--- config.mk ---
export PLATFORM = sky130hd
export DESIGN_NAME = fetch_unit
export DESIGN_NICKNAME = d
export VERILOG_FILES = /design/src/rtl/fetch_unit.sv
export SDC_FILE = /design/constraint.sdc
export NUM_CORES = 1
export LEC_CHECK = 0
export ABC_AREA = 1
export CAP_MARGIN = 20
export CORE_UTILIZATION = 35
export DETAILED_ROUTE_END_ITERATION = 8
export PLACE_DENSITY_LB_ADDON = 0.12
export SLEW_MARGIN = 20
export SYNTH_ARGS = -nofsm -noshare
export SYNTH_HDL_FRONTEND = slang
export SYNTH_SLANG_ARGS = --single-unit
export TNS_END_PERCENT = 5
--- constraint.sdc ---
create_clock -name clk -period 3.4 [get_ports clk]
set_input_delay 0.68 -clock clk [delete_from_list [all_inputs] [get_ports clk]]
set_output_delay 0.68 -clock clk [all_outputs]
set_load 0.05 [all_outputs]
--- src/rtl/fetch_unit.sv ---
// Fetch stage: owns the PC, runs a single-outstanding req/ack fetch to imem,
// and feeds the F/D register with a one-entry skid for stalls.
module fetch_unit #(
    parameter logic [31:0] RESET_PC  = 32'h0000_0000,
    parameter logic [31:0] NOP_INSTR = 32'h0000_0000
) (
    input  logic        clk,
    input  logic        reset,
    input  logic        redo,
    input  logic        branch_taken,
    input  logic [31:0] branch_target,
    output logic        imem_req,
    output logic [31:0] imem_addr,
    input  logic        imem_ack,
    input  logic [31:0] imem_rdata,
    output logic [31:0] instr_o,
    output logic [31:0] pcplus4_o,
    output logic        instr_valid
);

    typedef enum logic [1:0] {
        ISSUE = 2'd0,
        HOLD  = 2'd1,
        DRAIN = 2'd2
    } state_t;

    state_t      state, state_n;
    logic        armed;
    logic [31:0] pc, pc_n;
    logic [31:0] drain_addr, drain_addr_n;
    logic [31:0] skid_instr, skid_instr_n;
    logic [31:0] skid_pc4, skid_pc4_n;
    logic [31:0] instr_n, pc4_n;
    logic        valid_n;
    logic [31:0] pc_inc;
    logic [31:0] tgt;
    logic        ack;

    // armed delays the first request by one cycle after reset release
    assign imem_req  = armed && (state != HOLD);
    assign imem_addr = (state == DRAIN) ? drain_addr : pc;
    assign ack       = imem_req && imem_ack;
    assign pc_inc    = pc + 32'd4;
    assign tgt       = {branch_target[31:2], 2'b00};

    always_comb begin
        state_n      = state;
        pc_n         = pc;
        drain_addr_n = drain_addr;
        skid_instr_n = skid_instr;
        skid_pc4_n   = skid_pc4;
        instr_n      = instr_o;
        pc4_n        = pcplus4_o;
        valid_n      = instr_valid;
        unique case (state)
            ISSUE: begin
                if (branch_taken) begin
                    pc_n    = tgt;
                    instr_n = NOP_INSTR;
                    valid_n = 1'b0;
                    if (imem_req && !imem_ack) begin
                        state_n      = DRAIN;
                        drain_addr_n = pc;
                    end
                end else if (ack) begin
                    pc_n = pc_inc;
                    if (redo) begin
                        skid_instr_n = imem_rdata;
                        skid_pc4_n   = pc_inc;
                        state_n      = HOLD;
                    end else begin
                        instr_n = imem_rdata;
                        pc4_n   = pc_inc;
                        valid_n = 1'b1;
                    end
                end else if (!redo) begin
                    instr_n = NOP_INSTR;
                    valid_n = 1'b0;
                end
            end
            HOLD: begin
                if (branch_taken) begin
                    pc_n    = tgt;
                    instr_n = NOP_INSTR;
                    valid_n = 1'b0;
                    state_n = ISSUE;
                end else if (!redo) begin
                    instr_n = skid_instr;
                    pc4_n   = skid_pc4;
                    valid_n = 1'b1;
                    state_n = ISSUE;
                end
            end
            DRAIN: begin
                if (branch_taken) begin
                    pc_n    = tgt;
                    instr_n = NOP_INSTR;
                    valid_n = 1'b0;
                end
                if (imem_ack) begin
                    state_n = ISSUE;
                end
            end
            default: begin
                state_n = ISSUE;
            end
        endcase
    end

    always_ff @(posedge clk or negedge reset) begin
        if (!reset) begin
            state       <= ISSUE;
            armed       <= 1'b0;
            pc          <= RESET_PC;
            drain_addr  <= RESET_PC;
            skid_instr  <= NOP_INSTR;
            skid_pc4    <= 32'd0;
            instr_o     <= NOP_INSTR;
            pcplus4_o   <= 32'd0;
            instr_valid <= 1'b0;
        end else begin
            state       <= state_n;
            armed       <= 1'b1;
            pc          <= pc_n;
            drain_addr  <= drain_addr_n;
            skid_instr  <= skid_instr_n;
            skid_pc4    <= skid_pc4_n;
            instr_o     <= instr_n;
            pcplus4_o   <= pc4_n;
            instr_valid <= valid_n;
        end
    end

endmodule
==> out/results.tsv, run 1 <==
metric	value	unit
TritonCTS clock tree	done	
Setup crit end kind	primary output	
CP max-delay cell	clkdlybuf4s50_1	
first-pass GRT wire length	42800	um
Pins Over Slew Limit	0	
crit-path max FO	4	
Starting Density	35.7	%
Setup Fix Bufs, Post-CTS	0	
total track usage	20.5	%
final WL	26600	um
CP required	2.72	ns
Arr. time, crit path	2.26	ns
Power Dens Cells	1090	mW/mm2
Hold Buf Count CTS	0	
Syn-to-layout area delta	26.6	%
clk_skew	0.0179	ns
Root Driver	clkbuf_16	
I/O Buffers	160	
number of detailed-route iterations in the first pass	5	
Synth Flop Type	dfrtp_1	
#FFs+latches synth	188	
remaining antenna violation count	0	
largest net degree at the start of global routing	86	
CP Cell Sequence	inv_1 > ha_2 > nor2_1 > clkdlybuf4s50_1	
post-cts sizing count	0	
leakage	0.00548	uW
I/O pin count	167	
die height	165	um
synthesized area per cell	7.64	um2
initial drt markers	722	
Slew @ Worst Pin	0.629	ns
R2R Setup Slk	1.31	ns
CP peak stage delay	0.86	ns
initial antenna violation count	0	
Pwr Total	12900	uW
Remaining DRCs	0	
area fraction of the dominant cell type after synthesis	50.6	%
RePlAce Congestion	0.853	
layout cell share with drive strength beyond 1	7.88	%
setup ws final	0.457	ns
# Max-Cap Violations	0	
HPWL after DPL	18100	um
Max VDD drop	0.601	mV
Setup TNS Final	0	ns
number of synthesized flops with an enable pin	0	
CTS H-Tree Depth	4	
startpoint class of the critical path	register	
Commonest cells post-synth	nand2_1 (394), dfrtp_1 (188), nor2_1 (143)	
ys async rst share	100	%
via/cell ratio	4.89	
core area	0.0261	mm2
# setup viols final	0	
total die area	0.0272	mm2
Post-Synthesis Cells	1216	
Hold WC Path Type	input port to asynchronous set/reset pin	
RSZ-0062 raised after global routing	false	
status	complete, no violations	
final hold violations	0	
synth warn	0	
GR Overflow Total	0	
clock tree buffer depth	2	
n_diodes	0	
post-synth top area cell	dfrtp_1	
synthesized area	0.00929	mm2
Max Clk Rate	340	MHz
CP Class	register to primary output	
clk_lat worst skew	0.45	ns
CTS clk-pin slew, worst paths	0.07	ns
pre-CTS WS	0.822	ns
Num CTS Buffers	17	
clk sinks	188	
unique cell type count in the Yosys netlist	32	
Seq/Total Area, Yosys	50.6	%
via count	8274	
minimum clock period	2.94	ns
WL per Instance	15.7	um
final period utilization	86.5	%
Final nets	1419	
worst relative slew slack	58.0	%
vias in the first global route	7973	
Area contributors post-synth	dfrtp_1 (51%), nand2_1 (16%), nor2_1 (5.8%)	
num rows	59	
Die W	165	um
cell with the most instances after synthesis	nand2_1	
## cell usage in the layout, fill, tap and decap left out, drive strengths merged, types with 8 or more instances in the layout
| master | synthesis | layout |
|---|---|---|
| nand3 | 107 | 107 |
| a31oi | 46 | 46 |
| nor2 | 150 | 150 |
| inv | 69 | 75 |
| nand2 | 400 | 400 |
| o21ai | 102 | 102 |
| clkbuf | 29 | 19 |
| buf | 42 | 48 |
| clkinv | 1 | 8 |
| dfrtp | 188 | 188 |
| a21oi | 54 | 54 |
| clkdlybuf4s50 | 0 | 129 |
## area by class of cell
class	count	area (um2)
Multi-Input combinational cell	890	4010
Tap cell	335	419
Fill cell	2649	14300
Inverter	70	265
Clock inverter	14	196
Sequential cell	188	4700
Timing Repair Buffer	178	1730
Clock buffer	18	439
## routing by layer
| layer | up-vias | routed length [um] | track usage, % |
|---|---|---|---|
| met4 | 0 | 328 | 5.09 |
| li1 | 4184 | - | - |
| met1 | 3833 | 13300 | 30.1 |
| met5 | - | 0 | 0 |
| met2 | 235 | 11500 | 31.1 |
| met3 | 22 | 1490 | 3.67 |
## path summary, 6_finish.rpt
kind                                       startpoint                          to  cells after the start
setup / recovery                 state[1]$_DFFE_PN0P_                    imem_req                      4
hold / removal                                  reset     instr_o[20]$_DFFE_PN0P_                      1
setup reg to reg                 state[1]$_DFFE_PN0P_     instr_o[22]$_DFFE_PN0P_                      9
hold reg to reg            skid_instr[21]$_DFFE_PN0P_  skid_instr[21]$_DFFE_PN0P_                      2
max in group asynchronous                       reset           pc[7]$_DFFE_PN0P_                      2
min in group clk           skid_instr[21]$_DFFE_PN0P_  skid_instr[21]$_DFFE_PN0P_                      2
## critical path, delay by kind of cell (launching register included)
family | cells | cell delay [ns]
buffers and inverters | 2 | 0.94
DFF | 1 | 0.40
and+or+nand+nor | 1 | 0.27
adders and majority gates | 1 | 0.22
## state kept, by name (all words and copies together) (netlist names)
name and flops:
state 2, pcplus4_o 30, armed 1, instr_o 32, pc 30, drain_addr 30
instr_valid 1, skid_pc4 30, skid_instr 32
## logic make-up after synthesis
| logic type | count (synthesis) | synth area share [%] |
|---|---|---|
| buffers and inverters | 141 | 6.64 |
| XOR/XNOR | 7 | 0.660 |
| adder cells (fa/ha/maj) | 5 | 0.673 |
| flip-flops | 188 | 50.6 |
| other | 2 | 0.0808 |
| AND/OR/NAND/NOR | 660 | 29.0 |
| AO/OA/AOI/OAI | 213 | 12.3 |
## power by group
part	switching, uW	internal, uW	total [uW]
sequential	700	3330	4030
clock	1030	1090	2120
combinational	4690	2020	6710
total	6420	6440	12900
## per-stage QoR
step	instances	hold WS [ns]	utilization, %	area [um2]
after floorplan	1219	0.384	-	9300
after global placement	1661	0.454	42.7	11100
after detailed placement	1661	0.460	42.7	11100
after CTS	1693	0.199	45.1	11800
after global routing	1693	0.211	45.1	11800
final	1693	0.196	45.1	11800
Power figures use the tool's default switching activity.
==> inputs of run 2 (changes only) <==
Clock period 3.4 ns to 3.7 ns, I/O delays scaled along.
==> out/results.tsv, run 2 (synthesized netlist as in run 1, its figures left out) <==
metric	value	unit
crit-path max FO	60	
Pins Over Slew Limit	0	
final WL	26800	um
CP max-delay cell	clkdlybuf4s50_1	
Post-DP Area	0.0112	mm2
GR Overflow Total	0	
Crit path max-delay family	buffers and inverters	
Num CTS Buffers	17	
CP required	2.96	ns
Hold WC Path Type	input port to asynchronous set/reset pin	
total track usage	20.3	%
n_diodes	0	
first-pass GRT wire length	42500	um
Crit path buffers/inverters	3	
Remaining DRCs	0	
startpoint class of the critical path	register	
Slew @ Worst Pin	0.901	ns
CTS clk-pin slew, worst paths	0.08	ns
Setup crit end kind	primary output	
num rows	59	
highest-count cells in the layout ignoring fill and taps	nand2_1 (394), dfrtp_1 (188), clkdlybuf4s50_1 (159)	
die height	165	um
Arr. time, crit path	2.71	ns
P_int	5920	uW
Final nets	1419	
total die area	0.0272	mm2
HPWL after DPL	18100	um
CTS H-Tree Depth	4	
largest net degree at the start of global routing	84	
commonest non-fill, non-tap cell in the layout	nand2_1	
Largest regs	instr_o x32, skid_instr x32	
remaining antenna violation count	0	
Design Area, Final	0.0118	mm2
Setup Fix Bufs, Post-CTS	0	
status	complete, no violations	
clock tree buffer depth	2	
CP Cell Sequence	inv_1 > ha_2 > buf_4 > nand2_1 > o21ai_0 > clkdlybuf4s50_1	
Hold Buf Count CTS	0	
post-cts sizing count	0	
worst relative slew slack	39.9	%
CP peak stage delay	0.85	ns
Root Driver	clkbuf_16	
placed instance count	1661	
Pwr Total	11900	uW
switching pwr	5940	uW
I/O Buffers	160	
number of detailed-route iterations in the first pass	5	
clk_skew	0.0124	ns
RePlAce Congestion	0.846	
final period utilization	93.3	%
final core occ	45.3	%
initial antenna violation count	0	
final hold violations	0	
final cell count without fillers	1693	
Starting Density	35.7	%
Switching Fraction	50.1	%
Max VDD drop	0.615	mV
TritonCTS clock tree	done	
Power Dens Cells	1010	mW/mm2
RSZ-0062 raised after global routing	false	
Syn-to-layout area delta	27.0	%
clk sinks	188	
Max Clk Rate	290	MHz
I/O pin count	167	
WL per Instance	15.8	um
# setup viols final	0	
CP Class	register to primary output	
minimum clock period	3.45	ns
layout cell share with drive strength beyond 1	5.67	%
via/cell ratio	4.93	
via count	8342	
combinational power share	52.5	%
Setup TNS Final	0	ns
Die W	165	um
core area	0.0261	mm2
vias in the first global route	7689	
Flop pwr share	31.2	%
initial drt markers	803	
leakage	0.00543	uW
clk_lat worst skew	0.44	ns
Clock Power Share	16.3	%
# Max-Cap Violations	0	
-- run 2: path summary, 6_finish.rpt --
| path | start | endpoint | cells after the start | slack [ns] |
|---|---|---|---|---|
| max | state[0]$_DFFE_PN0P_ | imem_addr[28] | 6 | 0.25 |
| min | reset | skid_instr[20]$_DFFE_PN0P_ | 1 | 0.28 |
| max in group asynchronous | reset | instr_o[31]$_DFFE_PN0P_ | 3 | 2.50 |
| max reg2reg | state[1]$_DFFE_PN0P_ | skid_pc4[16]$_DFFE_PN0P_ | 9 | 1.05 |
| min in group clk | skid_instr[12]$_DFFE_PN0P_ | skid_instr[12]$_DFFE_PN0P_ | 2 | 0.47 |
| min reg2reg | skid_instr[12]$_DFFE_PN0P_ | skid_instr[12]$_DFFE_PN0P_ | 2 | 0.47 |
-- run 2: stage by stage --
step                      hold slack [ns]  setup WS (ns)
after floorplan                     0.443          0.926
after global placement              0.454          0.735
after detailed placement            0.459          0.740
after CTS                           0.295          0.240
after global routing                0.324         0.0638
final                               0.276          0.250
-- run 2: per-layer routing --
layer	vias up	global-route usage, %	share of wire [%]
met3	25	2.59	5.5
met1	3882	32.1	51
li1	4197	-	-
met4	0	5.55	1.5
met2	238	28.5	42
met5	-	0	0
-- run 2: power groups by stage --
stage / sequential [uW] / combinational, uW / clock [uW]
3_5_place_dp: 3740 / 6230 / 0
3_3_place_gp: 3710 / 6210 / 0
4_1_cts: 3700 / 6260 / 1990
5_1_grt: 3840 / 6790 / 2070
2_1_floorplan: 4720 / 3180 / 0
6_report: 3700 / 6220 / 1940
-- run 2: cell type report --
| class | count | area [um2] |
|---|---|---|
| Multi-Input combinational cell | 890 | 4010 |
| Inverter | 70 | 265 |
| Timing Repair Buffer | 178 | 1770 |
| Fill cell | 2665 | 14300 |
| Sequential cell | 188 | 4700 |
| Clock inverter | 15 | 211 |
| Tap cell | 335 | 419 |
| Clock buffer | 17 | 425 |
-- run 2: worst register-to-register path: stages (launching register included) --
cell	delay, ns
dfrtp_1	0.40
inv_1	0.08
ha_2	0.17
buf_4	0.22
inv_4	0.36
nand3_4	0.17
nor2_4	0.15
buf_4	0.68
nor2_1	0.16
a31oi_1	0.17
==> inputs of run 3 (changes only) <==
Settings changed: CTS_CLUSTER_SIZE from default to 28, REMOVE_ABC_BUFFERS from default to 1, SETUP_SLACK_MARGIN from default to 0.4.
==> out/results.tsv, run 3 (synthesized netlist as in run 1, its figures left out) <==
metric	value	unit
status	complete, no violations	
Setup Fix Bufs, Post-CTS	0	
layout cell share with drive strength beyond 1	5.46	%
commonest non-fill, non-tap cell in the layout	nand2_1	
CP max-delay cell	clkdlybuf4s50_1	
Final nets	1419	
Starting Density	35.7	%
clk_skew	0.00939	ns
# Max-Cap Violations	0	
highest-count cells in the layout ignoring fill and taps	nand2_1 (394), dfrtp_1 (188), clkdlybuf4s50_1 (157)	
total die area	0.0272	mm2
Largest regs	instr_o x32, skid_instr x32	
RePlAce Congestion	0.840	
Setup crit end kind	primary output	
placed instance count	1661	
minimum clock period	3.39	ns
TritonCTS clock tree	done	
Max VDD drop	0.572	mV
Root Driver	clkbuf_16	
final WL	26700	um
die height	165	um
Clock Power Share	15.8	%
clock tree buffer depth	2	
worst relative slew slack	43.9	%
via count	8210	
Post-DP Area	0.0112	mm2
Power Dens Cells	996	mW/mm2
first-pass GRT wire length	42400	um
GR Overflow Total	0	
crit-path max FO	42	
num rows	59	
final cell count without fillers	1691	
combinational power share	52.5	%
clk_lat worst skew	0.43	ns
remaining antenna violation count	0	
CP Class	register to primary output	
Syn-to-layout area delta	26.6	%
Hold Buf Count CTS	0	
setup ws final	0.305	ns
Num CTS Buffers	17	
Slew @ Worst Pin	0.841	ns
total track usage	20.3	%
final hold violations	0	
CP Cell Sequence	inv_1 > ha_2 > buf_12 > nand2_1 > o21ai_0 > clkdlybuf4s50_1	
I/O Buffers	160	
RSZ-0062 raised after global routing	true	
Pins Over Slew Limit	0	
final core occ	45.1	%
initial drt markers	567	
Hold WC Path Type	input port to asynchronous set/reset pin	
Pwr Total	11700	uW
final period utilization	91.8	%
number of detailed-route iterations in the first pass	5	
leakage	0.00542	uW
HPWL after DPL	17200	um
switching pwr	5720	uW
via/cell ratio	4.86	
core area	0.0261	mm2
CP required	2.96	ns
# setup viols final	0	
Die W	165	um
CTS clk-pin slew, worst paths	0.08	ns
CP peak stage delay	0.83	ns
initial antenna violation count	1	
startpoint class of the critical path	register	
Max Clk Rate	295	MHz
Switching Fraction	48.8	%
Design Area, Final	0.0118	mm2
clk sinks	188	
Remaining DRCs	0	
Flop pwr share	31.7	%
CTS H-Tree Depth	4	
I/O pin count	167	
vias in the first global route	7903	
P_int	6000	uW
WL per Instance	15.8	um
Arr. time, crit path	2.65	ns
largest net degree at the start of global routing	91	
pre-CTS WS	0.756	ns
n_diodes	0	
## run 3: changes by cell type in the layout (fill, tap and decap cells not counted), moves of 2 or more
cell             before  now
buf_12                2    4
buf_4                16   14
bufinv_16             0    2
clkdlybuf4s50_1     159  157
clkinv_8              8    0
clkinvlp_4            0    3
inv_12                2    0
inv_6                 2    4
inv_8                 2    0
## run 3: cell type report
type	instances	area (um2)
inverters	70	265
well taps	335	419
fillers	2636	14300
flip-flops and latches	188	4700
clock inverters	11	135
multi-input cells	890	4010
repair buffers	178	1790
clock buffers	19	443
## run 3: final timing paths
check / startpoint / to / slack (ns) / cells after the start
worst max-delay path: state[0]$_DFFE_PN0P_ / imem_addr[24] / 0.31 / 6
worst min register to register: skid_instr[16]$_DFFE_PN0P_ / skid_instr[16]$_DFFE_PN0P_ / 0.47 / 2
worst max register to register: state[1]$_DFFE_PN0P_ / instr_o[9]$_DFFE_PN0P_ / 1.17 / 9
max in group asynchronous: reset / skid_pc4[21]$_DFFE_PN0P_ / 2.58 / 2
min in group clk: skid_instr[16]$_DFFE_PN0P_ / skid_instr[16]$_DFFE_PN0P_ / 0.47 / 2
worst min-delay path: reset / instr_o[24]$_DFFE_PN0P_ / 0.34 / 1
## run 3: per-layer routing
| layer | vias to the layer above | share of wire (%) | track usage, % | routed length, um |
|---|---|---|---|---|
| met3 | 16 | 4.9 | 3.54 | 1310 |
| li1 | 4183 | - | - | - |
| met5 | - | 0.034 | 0 | 9 |
| met4 | 2 | 0.80 | 4.17 | 214 |
| met2 | 195 | 46 | 34.1 | 12400 |
| met1 | 3814 | 48 | 27.5 | 12800 |
## run 3: power groups by stage
stage,logic [uW],clock network [uW],registers (uW)
floorplan,3050,0,4720
global placement,6140,0,3730
detailed placement,6170,0,3750
CTS,6190,1910,3720
global route,6720,1980,3850
finish,6150,1860,3720
## run 3: worst max-delay path, delay by kind of cell, from the launching register on
kind                     cells  cell delay, ns
AND/OR/NAND/NOR              1            0.06
buffers and inverters        3            1.19
AO/OA/AOI/OAI                1            0.08
adder cells (fa/ha/maj)      1            0.44
flip-flops                   1            0.42
## run 3: metrics by stage
step	TNS, ns	hold WS (ns)
after floorplan	-32.74	0.443
final	0	0.337
after global routing	0	0.398
after global placement	0	0.454
after CTS	0	0.393
after detailed placement	0	0.459
## run 3: timing repair
item,4_1_cts,5_1_grt
setup endpoints to repair,20,29
gates resized for setup,1,1
cloned,0,0
==> variant, RTL diff (settings of run 1) <==
Register the input `branch_target` before use, without a reset. The logic sees it one clock later. The other inputs are not delayed to match.
--- a/src/rtl/fetch_unit.sv
+++ b/src/rtl/fetch_unit.sv
@@ -26,2 +26,8 @@
 
+    logic [31:0] branch_target_q;
+
+    always_ff @(posedge clk) begin
+        branch_target_q <= branch_target;
+    end
+
     state_t      state, state_n;
@@ -43,3 +49,3 @@
     assign pc_inc    = pc + 32'd4;
-    assign tgt       = {branch_target[31:2], 2'b00};
+    assign tgt       = {branch_target_q[31:2], 2'b00};
 
Check against the original RTL: not equivalent (a bounded check fails within 4 cycles, from zero or initial values and one cycle with reset low).
==> variant against run 1 <==
  * Worst hold slack got worse by 0.015 ns
  * Worst setup slack lost 0.26 ns
  * Sequential power grew 9.9%
  * Sequential share of layout area increased by 1.8 points
  * Routed wire length grew 4.4%
  * Maximum frequency is 8.2% lower
  * Synthesized cell count is 4.1% higher
  * Design area up 7.8%
  * Synthesized area increased by 7.4%
  * Total power is 8.4% higher
  * Sequential cell count increased by 30
  * Critical endpoint unchanged
  * Highest routed layer unchanged
==> variant: results (changes against run 1) <==
----------------------------------------------------
[STA]
  Worst clock skew on the final layout ... 0.0220 ns (was 0.0179 ns)
  WHS ... 0.181 ns (was 0.196 ns)
  Slew at the pin closest to its max-slew limit ... 0.775 ns (was 0.629 ns)

[Route]
  Detailed-routed wire length on met2 ... 12500 µm (was 11500 µm)
  Total detailed-routing wirelength ... 27800 µm (was 26600 µm)
  Via total after detailed routing ... 8585 (was 8274)
  Number of design-rule violations left by the first detailed-router iteration ... 518 (was 722)

[Run status]
  Outcome ... completed (unchanged)

[Power]
  Worst supply voltage drop on vdd ... 0.535 mV (was 0.601 mV)
  Flop+latch power ... 0.00443 W (was 0.00403 W)
  Switching part of the total ... 46.8% (was 49.9%)

[Synth]
  Biggest area contributors in the synthesized netlist ... sky130_fd_sc_hd__dfrtp_1 (47%), sky130_fd_sc_hd__nand2_1 (16%), sky130_fd_sc_hd__dfxtp_1 (6.0%) (was sky130_fd_sc_hd__dfrtp_1 (51%), sky130_fd_sc_hd__nand2_1 (16%), sky130_fd_sc_hd__nor2_1 (5.8%))
  Post-synthesis area per instance ... 7.88 µm² (was 7.64 µm²)
  Synth Area in Compound Gates ... 9.87% (was 12.3%)
  Sequential element share of the synthesized area ... 53.2% (was 50.6%)
  Synthesized-area fraction occupied by xor and xnor cells ... 0.790% (was 0.660%)

[Layout]
  Fin util ... 45.4% (was 45.1%)
  Final net count ... 1478 (was 1419)

[Setup path]
  Crit-path max cell delay ... 0.92 ns (was 0.86 ns)

[Placement]
  Detail Placement HPWL ... 18800 µm (was 18100 µm)
  Setup slack at placement ... 0.610 ns (was 0.822 ns)
  Placed cell areas ... 11800 µm² (was 11100 µm²)

[GRT]
  First-pass GRT wire length ... 44500 µm (was 42800 µm)

[Clocking]
  Clk Latency, worst-skew pair ... 0.53 ns (was 0.45 ns)
  Number of H-tree levels ... 1 (was 4)
  Clock buffer count from CTS ... 25 (was 17)

----------------------------------------------------
[variant: worst max-delay path by stage]
stage	startpoint	slack, ns	endpoint	cells after the start
6_report	state[1]	0.20	imem_req	4
5_1_grt	state[1]	0.12	imem_req	4
4_1_cts	state[1]	0.19	imem_req	4
3_5_place_dp	state[1]	0.61	pc[6]	10
3_3_place_gp	state[1]	0.64	pc[5]	10
2_1_floorplan	state[0]	0.66	imem_addr[10]	5
[variant: critical path: cells and delay by family, from the launching register on]
kind	cells	cell delay (ns)
fa+ha+maj	1	0.30
flops	1	0.39
buf+inv	2	1.00
simple gates	1	0.30
[variant: area by class of cell]
class,count,area share [%]
Clock buffer,34,5.60
Clock inverter,12,1.17
Inverter,60,1.79
Multi-Input combinational cell,918,32.2
Sequential cell,218,41.9
Tap cell,378,3.73
Timing Repair Buffer,181,13.6
[variant: per-layer routing]
layer | track usage [%] | up-vias
met5 | 0 | -
met4 | 4.85 | 0
met3 | 2.71 | 39
met2 | 31.0 | 211
met1 | 27.3 | 3983
li1 | - | 4352
